--- src/rtl/sm_para_sched_pkg.sv ---
// Shared definitions for the two-requester FSM scheduler: state encodings,
// the idle drive pattern, the error counter width and a requester mask helper.
package sm_para_sched_pkg;

    typedef enum logic [1:0] {
        SM_IDLE    = 2'b00,
        SM_DRIVE   = 2'b01,
        SM_RECOVER = 2'b10
    } sm_state_t;

    // Pattern applied to the FSM {i1,i2} whenever no command is being driven
    localparam logic [1:0] SM_IDLE_PAT = 2'b00;

    // Width of the saturating error-cycle counter
    localparam int ERR_CNT_W = 8;

    // One-hot mask for requester index 0/1
    function automatic logic [1:0] rq_onehot(input logic idx);
        return idx ? 2'b10 : 2'b01;
    endfunction

endpackage

--- src/rtl/sm_rr_arb2.sv ---
// Two-way round-robin arbiter. On a tie the requester not granted last wins;
// a lone requester always wins. Purely combinational; the caller owns the pointer.
module sm_rr_arb2
    import sm_para_sched_pkg::*;
(
    input  logic [1:0] req,
    input  logic       ptr,
    output logic [1:0] gnt,
    output logic       win
);

    // Pick the winner index and its one-hot grant
    always_comb begin
        win = 1'b0;
        gnt = 2'b00;
        unique case (req)
            2'b01:   win = 1'b0;
            2'b10:   win = 1'b1;
            2'b11:   win = ~ptr;
            default: win = 1'b0;
        endcase
        if (req != 2'b00) begin
            gnt = rq_onehot(win);
        end
    end

endmodule

--- src/rtl/sm_para_sched.sv ---
// Scheduler sharing one sm_para_1_var FSM between two command sources.
// Accepts {i1,i2} patterns with hold lengths, grants round-robin, drives the
// FSM for the requested cycles, aborts on FSM err and enforces a recovery gap.
module sm_para_sched
    import sm_para_sched_pkg::*;
#(
    parameter int LEN_W   = 4,
    parameter int REC_CYC = 4
) (
    input  logic                 clk,
    input  logic                 nrst,
    input  logic [1:0]           req,
    input  logic [1:0]           cmd0,
    input  logic [1:0]           cmd1,
    input  logic [LEN_W-1:0]     len0,
    input  logic [LEN_W-1:0]     len1,
    output logic [1:0]           ack,
    output logic [1:0]           done,
    output logic [1:0]           fail,
    output logic                 busy,
    output logic                 fsm_i1,
    output logic                 fsm_i2,
    input  logic                 fsm_err,
    output logic [ERR_CNT_W-1:0] err_cnt
);

    // Counter must hold both the longest hold length and the recovery length
    localparam int CNT_W = (LEN_W > 8) ? LEN_W : 8;
    localparam logic [CNT_W-1:0] CNT_ONE = CNT_W'(1);
    localparam logic [CNT_W-1:0] CNT_REC = CNT_W'(REC_CYC);

    sm_state_t        state;
    logic [CNT_W-1:0] cnt;
    logic             last_gnt;   // round-robin pointer, also owner of the active command
    logic [1:0]       gnt;
    logic             win;
    logic [1:0]       sel_cmd;
    logic [LEN_W-1:0] sel_len;
    logic [CNT_W-1:0] hold_len;

    function automatic logic [ERR_CNT_W-1:0] sat_inc(input logic [ERR_CNT_W-1:0] v);
        return (&v) ? v : v + 1'b1;
    endfunction

    sm_rr_arb2 u_arb (
        .req (req),
        .ptr (last_gnt),
        .gnt (gnt),
        .win (win)
    );

    // Select the winner's command and hold length; a zero length means one cycle
    always_comb begin
        sel_cmd  = win ? cmd1 : cmd0;
        sel_len  = win ? len1 : len0;
        hold_len = (sel_len == '0) ? CNT_ONE : CNT_W'(sel_len);
    end

    // busy is a decode of the state register only, so no input reaches it combinationally
    assign busy = (state != SM_IDLE);

    // Scheduler FSM: accept, drive for L cycles, abort into recovery on err
    always_ff @(posedge clk or negedge nrst) begin
        if (!nrst) begin
            state            <= SM_IDLE;
            cnt              <= '0;
            last_gnt         <= 1'b1;
            ack              <= 2'b00;
            done             <= 2'b00;
            fail             <= 2'b00;
            {fsm_i1, fsm_i2} <= SM_IDLE_PAT;
        end else begin
            ack  <= 2'b00;
            done <= 2'b00;
            fail <= 2'b00;
            case (state)
                SM_IDLE: begin
                    {fsm_i1, fsm_i2} <= SM_IDLE_PAT;
                    if (req != 2'b00) begin
                        ack              <= gnt;
                        last_gnt         <= win;
                        {fsm_i1, fsm_i2} <= sel_cmd;
                        cnt              <= hold_len;
                        state            <= SM_DRIVE;
                    end
                end
                SM_DRIVE: begin
                    if (fsm_err) begin
                        // err wins over completion, even on the final drive cycle
                        fail             <= rq_onehot(last_gnt);
                        {fsm_i1, fsm_i2} <= SM_IDLE_PAT;
                        cnt              <= CNT_REC;
                        state            <= SM_RECOVER;
                    end else if (cnt == CNT_ONE) begin
                        done             <= rq_onehot(last_gnt);
                        {fsm_i1, fsm_i2} <= SM_IDLE_PAT;
                        cnt              <= '0;
                        state            <= SM_IDLE;
                    end else begin
                        cnt <= cnt - CNT_ONE;
                    end
                end
                SM_RECOVER: begin
                    {fsm_i1, fsm_i2} <= SM_IDLE_PAT;
                    if (cnt == CNT_ONE) begin
                        cnt   <= '0;
                        state <= SM_IDLE;
                    end else begin
                        cnt <= cnt - CNT_ONE;
                    end
                end
                default: begin
                    {fsm_i1, fsm_i2} <= SM_IDLE_PAT;
                    cnt              <= '0;
                    state            <= SM_IDLE;
                end
            endcase
        end
    end

    // Count every cycle in which the FSM reports err, saturating at all-ones
    always_ff @(posedge clk or negedge nrst) begin
        if (!nrst) begin
            err_cnt <= '0;
        end else if (fsm_err) begin
            err_cnt <= sat_inc(err_cnt);
        end
    end

endmodule
--- config.mk ---
export PLATFORM = sky130hd
export DESIGN_NAME = sm_para_sched
export DESIGN_NICKNAME = d
export VERILOG_FILES = /design/src/rtl/sm_para_sched_pkg.sv /design/src/rtl/sm_rr_arb2.sv /design/src/rtl/sm_para_sched.sv
export SDC_FILE = /design/constraint.sdc
export NUM_CORES = 1
export LEC_CHECK = 0
export CAP_MARGIN = 20
export CORE_MARGIN = 3
export CORE_UTILIZATION = 42
export CTS_CLUSTER_DIAMETER = 100
export DETAILED_ROUTE_END_ITERATION = 10
export GPL_TIMING_DRIVEN = 0
export PLACE_DENSITY = 0.75
export SYNTH_ARGS = -nofsm -noshare
export SYNTH_HDL_FRONTEND = slang
export SYNTH_SLANG_ARGS = --single-unit
--- constraint.sdc ---
create_clock -name clk -period 5.17 [get_ports clk]
set_input_delay 1.551 -clock clk [delete_from_list [all_inputs] [get_ports clk]]
set_output_delay 1.551 -clock clk [all_outputs]
set_load 0.02 [all_outputs]
After elaboration in Yosys (flattened, before gate mapping)
Index checks and enable logic that the tools add are counted.
Cells by class
  equal/unequal tests: 7
  reduce and logical (&&, ||, !) cells: 7
  muxes and demuxes: 27
  bitwise gates (word level): 2
  add/subtract/negate cells: 2
Operator list (count)
  2-to-1 mux 2 bit: 13
  2-to-1 mux 8 bit: 3
  one-hot mux 8 bit (3 select lines): 1
  adder 8 x 1 -> 8 bit, second input constant: 1
  equality test 8 x 1 -> 1 bit, second input constant: 1
  2-to-1 mux 4 bit: 2
  AND reduction 8 bit: 1
  subtractor 8 x 1 -> 8 bit, second input constant: 1
  equality test 2 bit, second input constant: 3
  one-hot mux 1 bit (2 select lines): 3
  one-hot mux 2 bit (3 select lines): 1
  logical NOT 4 bit: 1
  2-to-1 mux 1 bit: 4
  AND reduction 2 bit: 2
  nonzero test 2 bit: 2
  inequality test 3 bit, second input constant: 1
  equality test 2 x 1 -> 1 bit, second input constant: 1
  logical NOT 2 bit: 1
  inequality test 2 bit, second input constant: 1
  NOT 1 bit: 2
Word-level totals
  logic and storage cells: 54
  input port bits: 17
  register bits: 27
  output and inout bits: 17

Logic depth before layout (Yosys ltp)
Gate-level depths: netlist of the first run.
  word-level depth: 7
  depth in mapped cells: 6
  gate-level depth less buffers: 6

Cells and area by module
From an unflattened synthesis of the first run, not the netlist that was laid out.
Unflattened totals
  cells, all modules: 134
  area total of the unflattened synthesis: 1398.8 um2
Modules (own cells, without submodules)
  sm_para_sched: times used 1, cells each 130, area each 1372.6 um2
  sm_rr_arb2: times used 1, cells each 4, area each 26.3 um2

Worst setup path before layout of the first run
OpenSTA, ideal clock, no wires.
  path kind: input port to flip-flop
  start point: input fsm_err
  end point: register cnt[6]
  arrival time: 2521 ps
  setup time: 65 ps
  setup slack: 2585 ps
  cell stages on the path: 5
  cell sequence: clkbuf_1 nor3b_2 o22ai_4 nor4_1 o22a_1
On the way
  cells in the longest elaborated chain, start to end: 2
Ends and longest elaborated chain
  start: declaration: line sm_para_sched.sv:23  | input logic fsm_err,
  2-to-1 mux 8 bit: line sm_para_sched.sv:88  | if (fsm_err) begin
  one-hot mux 8 bit (3 select lines): line sm_para_sched.sv:76  | case (state)
  end signal: assignment: line sm_para_sched.sv:83  | cnt <= hold_len;
  end signal: assignment: line sm_para_sched.sv:100  | cnt <= cnt - CNT_ONE;
  end signal: assignment: line sm_para_sched.sv:109  | cnt <= cnt - CNT_ONE;
  end: declaration: line sm_para_sched.sv:33  | logic [CNT_W-1:0] cnt;
No other way between the ends.
A chain may end at the register's enable or synchronous reset.

Final worst setup path of the first run
  start point: register state[1]
  end point: output busy
On the way
  cells in the longest elaborated chain, start to end: 1
Ends and longest elaborated chain
  start: declaration: line sm_para_sched.sv:32  | sm_state_t state;
  start signal: assignment: line sm_para_sched.sv:65  | state <= SM_IDLE;
  start signal: assignment: line sm_para_sched.sv:84  | state <= SM_DRIVE;
  start signal: assignment: line sm_para_sched.sv:93  | state <= SM_RECOVER;
  nonzero test 2 bit: line sm_para_sched.sv:60  | assign busy = (state != SM_IDLE);
  end: declaration: line sm_para_sched.sv:20  | output logic busy,
No other way between the ends.

==> reports/results.ini, run 1 <==
[run_status]
status = finished clean

[pwr]
cellInternalPower_uw = 549
pwr_density_cell_nw_per_um2 = 529
p_leak_nw = 0.792
seqPwrFrac_pct = 39.6
sw_frac_of_total_pct = 41.8
switchingPower_uw = 394
comb_power_share_pct = 50.9
ir_drop_v = 0.000240
pwr-share-clk_pct = 9.5
p_total_uw = 943

[logic_synthesis]
synthCells = 131
synth_top_area_share_pct = 48.0
synthMostInstantiatedCell = dfrtp_1
synth_cell_types = 42
synth_top_cell_by_area = dfrtp_1
synth_common_cells = dfrtp_1, nor2_1, nand2_1, mux2i_1
synth_seq_cells = 27
syn_nets = 151
synth.cell_area_um2 = 1360
avgSynthCellArea_um2 = 10.4
synth-warning-count = 0
synth_edf_count = 0
synth-seq-area-share_pct = 49.9
async_flop_share_pct = 100
synth_ff_type = dfrtp_1
yosys-top-cells-area = dfrtp_1, mux2i_1, nor2_1

[routing]
drt-total-wl_um = 2790
dr.first_iter.drc_count = 78
vias_per_cell = 5.37
wl_per_cell_um = 13.3
route.detailed.drc = 0
postRouteAntennaNets = 0
drtPass1Iterations = 4
via_count = 1128

[final_layout]
stdcell_count = 210
final_util_pct = 61.0
syn_to_final_growth_pct = 31.5
n_antenna_cell = 0
fin_nets = 189
fillCellCount = 248
drive_gt1_share_pct = 7.74
multi_input_area_um2 = 648
finalInstanceArea_um2 = 1780
seqCellArea_um2 = 677

[clock_network]
cts_tree = done
root_buffer = clkbuf_4
post_cts_buffers = 0
ctsResizeCount = 0
clkSlewWorstSetupHoldPaths_ns = 0.13
insertion_delay_ns = 0.32
clkSinkCount = 27
htreeDepth = 1
holdBufCountCts = 0
cts_buffer_depth = 2
cts_buffers = 3

[grt]
grt_max_degree = 22
grt_pass1_wl_um = 4770
grt_pass1_vias = 1120
track_usage_pct = 14.9
grt.overflow.total = 0
grt_antenna_before_repair = 0

[floorplanning]
die_y_um = 62.8
dieArea_um2 = 3950
core_um2 = 2920
initial_core_util_pct = 46.4
ios = 34
dieWidth_um = 62.8
rows = 19

[critical_path]
crit_path_max_fanout = 5
critPathLaunch = state[1]
cp-end-kind = output port
worstRegToRegCells = 6
r2r_slack_ns = 3.29
required_ns = 3.62
rr_startpoint = cnt[1]
rr_endpoint = cnt[3]
worstPathArrival_ns = 1.64
critical_path_class = flip-flop to output port
startpoint_type = flip-flop

[placed_design]
place_worst_setup_slack_ns = 1.96
io_buffers = 32
dp_cells = 206
dpl.hpwl_um = 2170
place_area_um2 = 1760
gp_congestion = 0.749

[sta]
fmax_mhz = 314
slew_violations = 0
rsz0062_at_grt = no
finalCritPeriodShare_pct = 61.7
setup_tns_ns = 0
whs_ns = 0.512
setup_violations = 0
worst_slack_ns = 1.98
skew_ns = 0.00676
finalHoldViolCount = 0
worst_pin_slew_ns = 0.854
finalCriticalPeriod_ns = 3.19
relSlewSlack_pct = 42.5

[worst_hold_path]
whs_endpoint = err_cnt[5]
min_path_cells = 1
min_path_type = flip-flop to flip-flop
hp-start = err_cnt[5]

[run]
maxCapViolCount = 0

power groups by stage:
stage	registers (mW)	logic [mW]	clock network [mW]
after floorplan	0.409	0.269	0
after global placement	0.372	0.462	0
after detailed placement	0.377	0.478	0
after CTS	0.373	0.481	0.0915
after global routing	0.388	0.522	0.102
final	0.373	0.480	0.0895
cells by family (layout without fill, tap and decap cells):
family	after synthesis	in the layout	synth area share [%]
DFF	27	27	49.9
and+or+nand+nor	52	52	20.8
xor gates and xnor gates	6	6	3.88
muxes	8	8	6.09
buffers and inverters	8	45	2.31
AOI/OAI and AO/OA	27	27	14.3
adders and majority gates	3	3	2.77
sequential cells by signal, indices dropped and copies added, names as in the netlist:
register,count
cnt,8
err_cnt,8
ack,2
done,2
fail,2
state,2
fsm_i1,1
fsm_i2,1
last_gnt,1
cells in the final DEF (no fill, tap or decap), types with 2 or more instances in the layout:
master and count:
a211o_1 2, a21o_1 2, a21oi_1 4, a31oi_1 2, and3_1 3, clkbuf_1 3, clkbuf_4 3, clkdlybuf4s50_1 32
dfrtp_1 26, ha_1 3, inv_1 5, mux2_2 2, mux2i_1 6, nand2_1 9, nand3_1 4, nand4_1 3
nor2_1 13, nor3_1 5, nor4_1 4, o21ai_0 4, o21ai_1 3, o22a_1 2, o2bb2ai_1 2, xnor2_1 3
xor2_1 3
metal layers:
metal / wire (um) / share of wire (%) / up-vias / track usage [%]
met2: 1330 / 48 / 41 / 25.6
met4: 40 / 1.4 / 0 / 6.06
met5: 0 / 0 / - / 0
met1: 1230 / 44 / 529 / 17.4
li1: - / - / 552 / -
met3: 194 / 6.9 / 6 / 4.14
layout make-up:
| type | instances | share of cell area, % |
|---|---|---|
| buffer | 3 | 0.702 |
| clock buffer | 4 | 1.47 |
| inverter | 5 | 1.05 |
| multi-input combinational | 96 | 36.4 |
| sequential | 27 | 38.0 |
| tap | 42 | 2.95 |
| timing repair buffer | 33 | 19.5 |
worst max-delay path, cell delays in order (launching register included):
cell             delay (ns)
dfrtp_1                0.46
nor2_1                 0.22
inv_1                  0.10
clkdlybuf4s50_1        0.55
how the worst max path moves through the flow:
stage          cells past startpoint     end  slack [ns]
2_1_floorplan                      5  cnt[6]        2.58
3_5_place_dp                       6  cnt[2]        1.96
5_1_grt                            3    busy        1.88
6_report                           3    busy        1.98
3_3_place_gp                       6  cnt[2]        1.97
4_1_cts                            3    busy        1.97
No activity file was read; power rests on OpenSTA's default activity.
==> run 2: changes to the inputs <==
--- a/config.mk
+++ b/config.mk
@@ -11,7 +11,7 @@
 export CTS_CLUSTER_DIAMETER = 100
 export DETAILED_ROUTE_END_ITERATION = 10
 export GPL_TIMING_DRIVEN = 0
-export PLACE_DENSITY = 0.75
+export PLACE_DENSITY = 0.78
 export SYNTH_ARGS = -nofsm -noshare
 export SYNTH_HDL_FRONTEND = slang
 export SYNTH_SLANG_ARGS = --single-unit
==> constraint.sdc (replaced) <==
create_clock -name clk -period 2.9 [get_ports clk]
set_input_delay 0.87 -clock clk [delete_from_list [all_inputs] [get_ports clk]]
set_output_delay 0.87 -clock clk [all_outputs]
set_load 0.02 [all_outputs]
==> reports/results.ini, run 2 (same netlist as run 1, synthesis figures left out) <==
[run_status]
status = finished clean

[sta]
whs_ns = 0.498  ; -0.0137 ns
setup_tns_ns = 0  ; unchanged
worst_pin_slew_ns = 0.849  ; -0.00522 ns
skew_ns = 0.0236  ; +0.0168 ns
relSlewSlack_pct = 42.9  ; +0.35 points
setup_violations = 0  ; unchanged
finalHoldViolCount = 0  ; unchanged
finalCriticalPeriod_ns = 2.55
rsz0062_at_grt = no
slew_violations = 0  ; unchanged
fmax_mhz = 392
finalCritPeriodShare_pct = 87.9

[clock_network]
cts_tree = done
cts_buffer_depth = 2  ; unchanged
clkSlewWorstSetupHoldPaths_ns = 0.16  ; +0.03 ns
root_buffer = clkbuf_4
cts_buffers = 3  ; unchanged
insertion_delay_ns = 0.34  ; +0.02 ns
ctsResizeCount = 0  ; unchanged
holdBufCountCts = 0  ; unchanged
post_cts_buffers = 0  ; unchanged
clkSinkCount = 27  ; unchanged
htreeDepth = 1  ; unchanged

[routing]
met1_length_um = 1270  ; +3.3%
drtPass1Iterations = 4  ; unchanged
via_count = 1139  ; +0.98%
drt-total-wl_um = 2770  ; -0.75%
route.detailed.drc = 0  ; unchanged
wl_per_cell_um = 13.2  ; -0.75%
postRouteAntennaNets = 0  ; unchanged
dr_wl_met3_um = 122  ; -37%
vias_per_cell = 5.42  ; +0.98%
dr.first_iter.drc_count = 26  ; -67%
wl_met2_um = 1340  ; +0.45%
top_layer = met4

[critical_path]
worstPathArrival_ns = 1.68  ; +0.04 ns
critical_path_class = flip-flop to output port
crit_path_max_fanout = 5  ; unchanged
required_ns = 2.03  ; -1.59 ns
startpoint_type = flip-flop
cp-end-kind = output port

[final_layout]
reg.largest.list = cnt x8, err_cnt x8
layout_commonest_cell = clkdlybuf4s50_1
drive_gt1_share_pct = 8.33  ; +0.60 points
syn_to_final_growth_pct = 31.7
n_antenna_cell = 0  ; unchanged
layout_common_cells = clkdlybuf4s50_1, dfrtp_1, nor2_1
fin_nets = 189  ; unchanged

[floorplanning]
ios = 34  ; unchanged
rows = 19  ; unchanged
die_y_um = 62.8  ; unchanged
initial_core_util_pct = 46.4  ; unchanged
dieWidth_um = 62.8  ; unchanged
core_um2 = 2920  ; unchanged
dieArea_um2 = 3950  ; unchanged

[grt]
grt_pass1_vias = 1092  ; -2.5%
grt.overflow.total = 0  ; unchanged
grt_pass1_wl_um = 4710  ; -1.4%
grt_max_degree = 19  ; -14%
grt_antenna_before_repair = 0  ; unchanged
track_usage_pct = 14.5  ; -0.37 points

[placed_design]
gp_congestion = 0.887  ; +18%
io_buffers = 32  ; unchanged
dpl.hpwl_um = 2200  ; +1.6%

[run]
maxCapViolCount = 0  ; unchanged

[pwr]
p_leak_nw = 0.791  ; -0.13%
ir_drop_v = 0.000445  ; +86%
pwr_density_cell_nw_per_um2 = 936  ; +77%

[worst_hold_path]
min_path_type = flip-flop to flip-flop

[run 2: changes by cell type in the layout (fill, tap and decap cells not counted), sizes merged]
| cell | change |
|---|---|
| clkbuf | -1 |
| clkinvlp | +1 |
[run 2: final cells by class]
type,count,area [um2]
inverters,5,18.8
flip-flops and latches,27,677
clock buffers,3,22.5
plain buffers,3,12.5
well taps,42,52.6
fillers,266,1140
clock inverters,1,7.51
repair buffers,33,348
multi-input cells,96,648
[run 2: worst paths after layout]
path	from	depth (start not counted)	slack [ns]	to
min in group asynchronous	nrst	1	0.87	ack[0]
setup reg to reg	cnt[1]	6	1.02	cnt[3]
max in group asynchronous	nrst	2	1.52	cnt[4]
hold reg to reg	err_cnt[5]	1	0.50	err_cnt[5]
hold / removal	err_cnt[5]	1	0.50	err_cnt[5]
setup / recovery	state[1]	3	0.35	busy
[run 2: worst max-delay path: stages (launching register included)]
cell,delay (ns)
dfrtp_1,0.46
nor2_1,0.23
inv_1,0.10
clkdlybuf4s50_1,0.55
[run 2: per-stage QoR]
| step | cell area [um2] | cells | utilization [%] | worst slack, ns | power [mW] |
|---|---|---|---|---|---|
| final | 1790 | 210 | 61.1 | 0.350 | 1.67 |
| after global routing | 1790 | 210 | 61.1 | 0.260 | 1.81 |
| after CTS | 1790 | 210 | 61.1 | 0.343 | 1.69 |
| after detailed placement | 1760 | 206 | 60.1 | 0.299 | 1.52 |
| after global placement | 1730 | 205 | 59.1 | 0.357 | 1.48 |
| after floorplan | 1360 | 131 | - | 0.996 | 1.21 |
[run 2: power by group]
group	switching [mW]	internal [mW]	total, mW
logic	0.441	0.402	0.843
registers	0.142	0.521	0.663
clock network	0.115	0.0528	0.167
total	0.698	0.975	1.67
[run 2: routing by layer]
metal / global-route usage, % / up-vias
met2: 26.6 / 26
met1: 16.8 / 552
met3: 2.34 / 6
met4: 5.51 / 0
li1: - / 555
met5: 0 / -
==> run 3: changes to the inputs <==
--- a/config.mk
+++ b/config.mk
@@ -10,8 +10,8 @@
 export CORE_UTILIZATION = 42
 export CTS_CLUSTER_DIAMETER = 100
 export DETAILED_ROUTE_END_ITERATION = 10
-export GPL_TIMING_DRIVEN = 0
-export PLACE_DENSITY = 0.78
+export GPL_TIMING_DRIVEN = 1
+export PLACE_DENSITY = 0.75
 export SYNTH_ARGS = -nofsm -noshare
 export SYNTH_HDL_FRONTEND = slang
 export SYNTH_SLANG_ARGS = --single-unit
==> constraint.sdc (replaced) <==
create_clock -name clk -period 3 [get_ports clk]
set_input_delay 0.9 -clock clk [delete_from_list [all_inputs] [get_ports clk]]
set_output_delay 0.9 -clock clk [all_outputs]
set_load 0.02 [all_outputs]
==> reports/results.ini, run 3 (same netlist as run 1, synthesis figures left out) <==
[clock_network]
htreeDepth = 1  ; unchanged
clkSlewWorstSetupHoldPaths_ns = 0.13  ; -0.03 ns
root_buffer = clkbuf_4
ctsResizeCount = 0  ; unchanged
post_cts_buffers = 0  ; unchanged
cts_tree = done
clkSinkCount = 27  ; unchanged
cts_buffers = 3  ; unchanged
insertion_delay_ns = 0.32  ; -0.02 ns
cts_buffer_depth = 2  ; unchanged
holdBufCountCts = 0  ; unchanged

[floorplanning]
initial_core_util_pct = 46.4  ; unchanged
rows = 19  ; unchanged
dieArea_um2 = 3950  ; unchanged
die_y_um = 62.8  ; unchanged
dieWidth_um = 62.8  ; unchanged
core_um2 = 2920  ; unchanged
ios = 34  ; unchanged

[critical_path]
required_ns = 2.10  ; +0.07 ns
crit_path_max_fanout = 5  ; unchanged
cp_slowest_cell = clkdlybuf4s50_1
startpoint_type = flip-flop
cp-end-kind = output port
worstPathArrival_ns = 1.62  ; -0.06 ns
cp_num_buf_inv = 2  ; unchanged
max_stage_delay_ns = 0.55  ; about the same
path_cells = nor2_1 > inv_1 > clkdlybuf4s50_1
crit_family = buffers and inverters
critical_path_class = flip-flop to output port

[final_layout]
layout_commonest_cell = clkdlybuf4s50_1
n_antenna_cell = 0  ; unchanged
fin_nets = 190  ; +0.53%
layout_common_cells = clkdlybuf4s50_1, dfrtp_1, nor2_1
syn_to_final_growth_pct = 31.5
reg.largest.list = cnt x8, err_cnt x8
drive_gt1_share_pct = 8.88  ; +0.54 points
finalInstanceArea_um2 = 1780  ; -0.21%

[pwr]
sw_frac_of_total_pct = 41.2  ; -0.49 points
p_leak_nw = 0.797  ; +0.70%
pwr-share-clk_pct = 9.4  ; -0.6 points
cellInternalPower_uw = 947  ; -2.9%
ir_drop_v = 0.000477  ; +7.1%
comb_power_share_pct = 50.1  ; -0.3 points
seqPwrFrac_pct = 40.4  ; +0.8 points
switchingPower_uw = 663  ; -4.9%
p_total_mw = 1.61  ; -3.8%
pwr_density_cell_nw_per_um2 = 903  ; -3.6%

[sta]
fmax_mhz = 397
finalCriticalPeriod_ns = 2.52
slew_violations = 0  ; unchanged
skew_ns = 0.00431  ; -0.0193 ns
worst_slack_ns = 0.481  ; +0.131 ns
finalHoldViolCount = 0  ; unchanged
setup_violations = 0  ; unchanged
setup_tns_ns = 0  ; unchanged
finalCritPeriodShare_pct = 84.0
worst_pin_slew_ns = 0.540  ; -0.309 ns
rsz0062_at_grt = no
whs_ns = 0.515  ; +0.0166 ns
relSlewSlack_pct = 63.7  ; +21 points

[worst_hold_path]
min_path_type = flip-flop to flip-flop

[run_status]
status = finished clean

[routing]
drt-total-wl_um = 2710  ; -2.1%
wl_per_cell_um = 12.9  ; -2.6%
drtPass1Iterations = 4  ; unchanged
route.detailed.drc = 0  ; unchanged
postRouteAntennaNets = 0  ; unchanged
dr.first_iter.drc_count = 47  ; +81%
via_count = 1134  ; -0.44%
vias_per_cell = 5.37  ; -0.91%

[placed_design]
gp_congestion = 0.808  ; -8.8%
place_worst_setup_slack_ns = 0.500  ; +0.201 ns
dpl.hpwl_um = 2110  ; -4.2%
io_buffers = 33  ; +3.1%
place_area_um2 = 1760  ; unchanged

[grt]
grt.overflow.total = 0  ; unchanged
grt_pass1_wl_um = 4680  ; -0.57%
grt_antenna_before_repair = 0  ; unchanged
grt_pass1_vias = 1116  ; +2.2%
grt_max_degree = 28  ; +9
track_usage_pct = 14.5  ; -0.066 points

[run]
maxCapViolCount = 0  ; unchanged

## run 3: cell types whose count changed in the layout (fill, tap and decap cells not counted), sizes merged
cell,change
buf,+2
clkinvlp,-1
clkdlybuf4s50,+1
clkbuf,-1
## run 3: routing by layer
layer	routed length (um)	global-route usage, %	part of all wire, %	vias to the layer above
met5	0	0	0	-
met4	19	5.79	0.70	0
met3	150	2.16	5.5	2
met2	1310	25.6	48	40
met1	1240	17.5	46	536
li1	-	-	-	556
## run 3: per-stage QoR
step	instances	utilization (%)
finish	211	61.0
global route	211	61.0
CTS	211	61.0
detailed placement	207	60.1
global placement	207	60.1
floorplan	131	-
## run 3: cell type report
type | instances | area (um2)
Clock buffer | 4 | 26.3
Fill cell | 263 | 1140
Inverter | 5 | 18.8
Multi-Input combinational cell | 96 | 648
Sequential cell | 27 | 677
Tap cell | 42 | 52.6
Timing Repair Buffer | 37 | 360
## run 3: power groups by stage
stage	clock [mW]	sequential [mW]	combinational (mW)
finish	0.152	0.651	0.807
floorplan	0	0.704	0.464
detailed placement	0	0.657	0.812
CTS	0.156	0.652	0.817
global route	0.172	0.679	0.888
global placement	0	0.654	0.794
## run 3: path summary, 6_finish.rpt
path | start | endpoint | slack (ns) | cells past startpoint
max in group asynchronous | nrst | last_gnt | 1.77 | 2
max | state[1] | busy | 0.48 | 3
min reg2reg | err_cnt[5] | err_cnt[5] | 0.51 | 1
min | err_cnt[5] | err_cnt[5] | 0.51 | 1
max reg2reg | cnt[1] | cnt[3] | 1.17 | 6
min in group asynchronous | nrst | err_cnt[6] | 0.93 | 2
==> RTL edit 1: new RTL, flow settings as in run 2 <==
`ERR_CNT_W`: 8 -> 12.
--- a/src/rtl/sm_para_sched_pkg.sv
+++ b/src/rtl/sm_para_sched_pkg.sv
@@ -12,7 +12,7 @@
     localparam logic [1:0] SM_IDLE_PAT = 2'b00;
 
     // Width of the saturating error-cycle counter
-    localparam int ERR_CNT_W = 8;
+    localparam int ERR_CNT_W = 12;
 
     // One-hot mask for requester index 0/1
     function automatic logic [1:0] rq_onehot(input logic idx);
Ports: changed (resized err_cnt); port bits go from 34 to 38. The function was not compared with the original's and may differ.
==> RTL edit 1 against run 2 <==
Synthesized area increased by 18%. Power grew 20%. Critical path depth up 1. Final area is 20% higher. Worst setup slack better by 0.12 ns. Wire length increased by 27%. Final cell count is 19% higher. Die area is 16% higher. Sequential cell count up 4. Largest power group unchanged.
==> RTL edit 1: results (changes against run 2) <==
Parameter                              Value

Run status
  Run status    completed (unchanged)

Global routing
  Met1 usage in global routing    18.9% (was 16.8%)
  GR Layer Usage met3    5.99% (was 2.34%)
  Number of global-route vias before repair    1342 (was 1092)
  First-pass GRT wire length    5.85 mm (was 4.71 mm)
  Overall track demand over capacity in global routing    17.3% (was 14.5%)
  Global Route met2 Usage    30.4% (was 26.6%)
  Maximum number of pins on one net before global-route repair    17 (was 19)

Yosys
  Ys Warns    0 (unchanged)
  Leading cell types by count after synthesis    sky130_fd_sc_hd__dfrtp_1 (30), sky130_fd_sc_hd__nand2_1 (12), sky130_fd_sc_hd__nor2_1 (12), sky130_fd_sc_hd__nand3_1 (11) (was sky130_fd_sc_hd__dfrtp_1 (26), sky130_fd_sc_hd__nor2_1 (13), sky130_fd_sc_hd__nand2_1 (9), sky130_fd_sc_hd__mux2i_1 (6))
  Sequential share of the synthesized area    48.6% (was 49.9%)
  Number of distinct library cells after synthesis    46 (was 42)
  Post-synth net total    179 (was 151)
  Post-synth top flop    sky130_fd_sc_hd__dfrtp_1 (unchanged)
  Mean post-synth cell area    10.1 um2 (was 10.4 um2)

Final layout
  Regs by FF count    err_cnt: 12 flops, cnt: 8 flops (was cnt: 8 flops, err_cnt: 8 flops)
  Layout cell share with drive strength beyond 1    9.31% (was 8.33%)
  Number of nets in the layout    223 (was 189)

Clock tree
  Number of levels the H-tree was split into    2 (was 1)
  Number of clock buffers inserted by TritonCTS    5 (was 3)
  Clk Latency, worst-skew pair    0.28 ns (was 0.34 ns)
  Root buffer cell    sky130_fd_sc_hd__clkbuf_8 (was sky130_fd_sc_hd__clkbuf_4)

Placed design
  Final weighted congestion in routability-driven placement    0.744 (was 0.887)
  Placed Instances    242 (was 206)
  HPWL after detailed placement    2.71 mm (was 2.20 mm)

Timing
  Actual transition at the worst max-transition pin    0.821 ns (was 0.849 ns)
  Clock skew    0.00260 ns (was 0.0236 ns)

Power
  Leak Pwr    0.904 nW (was 0.791 nW)
  Maximum resistive drop on vdd    0.000380 V (was 0.000445 V)

Drt
  Iter 0 DRT Violations    97 (was 26)
  Detailed-route wire length    3.53 mm (was 2.77 mm)
  Routed via count    1372 (was 1139)
  Detail-routed via count per cell    5.49 (was 5.42)

Setup path
  Critical path data arrival time    1.56 ns (was 1.68 ns)
  CP peak stage delay    0.53 ns (was 0.55 ns)
-- RTL edit 1: cell count changes in the layout (fill, tap and decap cells not counted), sizes merged, moves of 4 or more --
cell and change:
a21oi +4, clkdlybuf4s50 +4, dfrtp +4, nand2 +4
nand3 +7
-- RTL edit 1: logic make-up after synthesis --
logic type | share of synthesized area, %
DFF | 48.6
xor gates and xnor gates | 2.19
adders and majority gates | 2.35
buffers and inverters | 3.44
muxes | 6.42
and+or+nand+nor | 22.8
AOI/OAI and AO/OA | 14.2
-- RTL edit 1: layout make-up --
class | count | area, um2
Tap cell | 46 | 57.6
Sequential cell | 31 | 777
Inverter | 7 | 26.3
Multi-Input combinational cell | 117 | 767
Timing Repair Buffer | 37 | 388
Fill cell | 293 | 1350
Clock buffer | 8 | 100
Buffer | 4 | 28.8
-- RTL edit 1: per-stage QoR --
step,util (%),setup WS [ns],hold WS (ns),area (um2)
floorplan,-,0.920,0.470,1600
global placement,57.7,0.433,0.482,2020
detailed placement,58.5,0.463,0.493,2040
CTS,61.4,0.455,0.501,2140
global route,61.4,0.359,0.524,2140
finish,61.4,0.471,0.499,2140
-- RTL edit 1: worst paths after layout --
kind / from / endpoint / slack (ns)
min in group asynchronous: nrst / err_cnt[6] / 1.07
max in group asynchronous: nrst / err_cnt[2] / 1.28
hold / removal: cnt[7] / cnt[7] / 0.50
setup reg to reg: cnt[1] / cnt[2] / 1.09
setup / recovery: state[0] / busy / 0.47
hold reg to reg: cnt[7] / cnt[7] / 0.50
-- RTL edit 1: layer usage --
metal / routed length [um] / up-vias
li1: - / 665
met1: 1440 / 648
met2: 1820 / 52
met3: 234 / 7
met4: 43 / 0
met5: 0 / -
-- RTL edit 1: worst reg2reg max path, delay by kind of cell (launching register included) --
family                     cells  cell delay (ns)
adders and majority gates      1             0.15
AOI/OAI and AO/OA              2             0.33
and+or+nand+nor                2             0.71
buffers and inverters          1             0.10
DFF                            1             0.41
-- RTL edit 1: power by group --
group | switching, mW | leakage, nW | total [mW] | internal, mW
clock network | 0.150 | 0.0515 | 0.366 | 0.216
logic | 0.482 | 0.451 | 0.894 | 0.412
registers | 0.165 | 0.401 | 0.746 | 0.581
==> RTL edit 2: new RTL, settings of run 2 <==
Made on the original files. Re-encode `sm_state_t` (3 states) as one-hot, 3 bits wide.
--- a/src/rtl/sm_para_sched_pkg.sv
+++ b/src/rtl/sm_para_sched_pkg.sv
@@ -2,10 +2,10 @@
 // the idle drive pattern, the error counter width and a requester mask helper.
 package sm_para_sched_pkg;
 
-    typedef enum logic [1:0] {
-        SM_IDLE    = 2'b00,
-        SM_DRIVE   = 2'b01,
-        SM_RECOVER = 2'b10
+    typedef enum logic [2:0] {
+        SM_IDLE    = 3'b001,
+        SM_DRIVE   = 3'b010,
+        SM_RECOVER = 3'b100
     } sm_state_t;
 
     // Pattern applied to the FSM {i1,i2} whenever no command is being driven
Check against the original RTL: same outputs for any inputs over 10 cycles, from zero or initial values and one cycle with nrst low; not proved beyond that.
==> RTL edit 2 against run 2 <==
Final area is 9.9% higher. Power is 6.0% higher. Wire length is 20% higher. Clock skew is 0.021 ns lower. Synthesized area is 11% higher. Sequential cell count is 1 higher. Worst setup slack better by 0.10 ns. Utilization is 3.1 points lower. Largest cell class is now multi-input gates. Largest power group unchanged.
==> RTL edit 2: results (changes against run 2) <==
Parameter                              Value

Setup path
  Depth of the worst register-to-register path    5 (was 6)
  Critical path data arrival time    1.58 ns (was 1.68 ns)
  Cell family contributing the most delay on the critical path    flip-flops (was buffers and inverters)
  Register-to-register setup slack    1.13 ns (was 1.02 ns)
  R2r startpoint    err_cnt[0] (was cnt[1])
  Worst-path fanout max    7 (was 5)
  Worst r2r dst    err_cnt[1] (was cnt[3])
  CP peak stage delay    0.65 ns (was 0.55 ns)

Global routing
  Maximum number of pins on one net before global-route repair    17 (was 19)
  GR Layer Usage met3    3.08% (was 2.34%)

Yosys
  Syn Inst Count    148 (was 131)
  Post-synth net total    168 (was 151)

Placed design
  I/O Buffers    33 (was 32)
  Instance area after placement    0.00190 mm2 (was 0.00176 mm2)
  HPWL after detailed placement    2.58 mm (was 2.20 mm)
  Worst setup slack after placement    0.368 ns (was 0.299 ns)
  Final weighted congestion in routability-driven placement    0.812 (was 0.887)

Final layout
  Number of nets in the layout    207 (was 189)
  Regs by FF count    cnt: 8 flops, err_cnt: 8 flops, state: 3 flops (was cnt: 8 flops, err_cnt: 8 flops)
  Filler cell count    283 (was 266)
  Layout cell share with drive strength beyond 1    9.14% (was 8.33%)
  Non-filler cells, final    232 (was 210)

Timing
  Final critical delay including setup and external delays    2.45 ns (was 2.55 ns)
  Min Hold Slack    0.520 ns (was 0.498 ns)
  Relative max-transition margin    55.2% (was 42.9%)

Hold path
  Terminating pin of the worst hold path    fsm_i2 (was err_cnt[5])
  Worst Min Path Start    fsm_i2 (was err_cnt[5])

Drt
  Detailed-routed wire length on met3    183 um (was 122 um)
  Detail-routed via count per cell    5.39 (was 5.42)
  Average wire length per cell after detail routing    14.3 um (was 13.2 um)
  Iter 0 DRT Violations    67 (was 26)

Power
  Leak Pwr    0.841 nW (was 0.791 nW)

Run status
  Run status    completed (unchanged)
## RTL edit 2: cell type report
cell class,instances,area share (%)
timing repair buffer,34,17.7
clock inverter,1,1.53
clock buffer,3,1.15
buffer,2,0.446
multi-input combinational,112,39.3
tap,46,2.93
inverter,6,1.15
sequential,28,35.8
## RTL edit 2: what timing repair did
item | in CTS | in global routing
gates resized for setup | 0 | 2
endpoints found under the setup margin | 0 | 1
hold buffers | 0 | 0
## RTL edit 2: power groups by stage
stage               Sequential (mW)  Combinational, mW  Clock, mW
CTS                           0.694              0.818      0.265
floorplan                     0.750              0.444          0
global placement              0.691              0.784          0
global route                  0.727              0.909      0.282
detailed placement            0.700              0.812          0
finish                        0.697              0.816      0.259
## RTL edit 2: logic make-up after synthesis
group           share of synthesized area, %
compound gates                          15.8
fa+ha+maj                               2.50
mux                                     5.59
xor+xnor                                2.34
flops                                   46.9
buf+inv                                 2.08
simple gates                            24.9
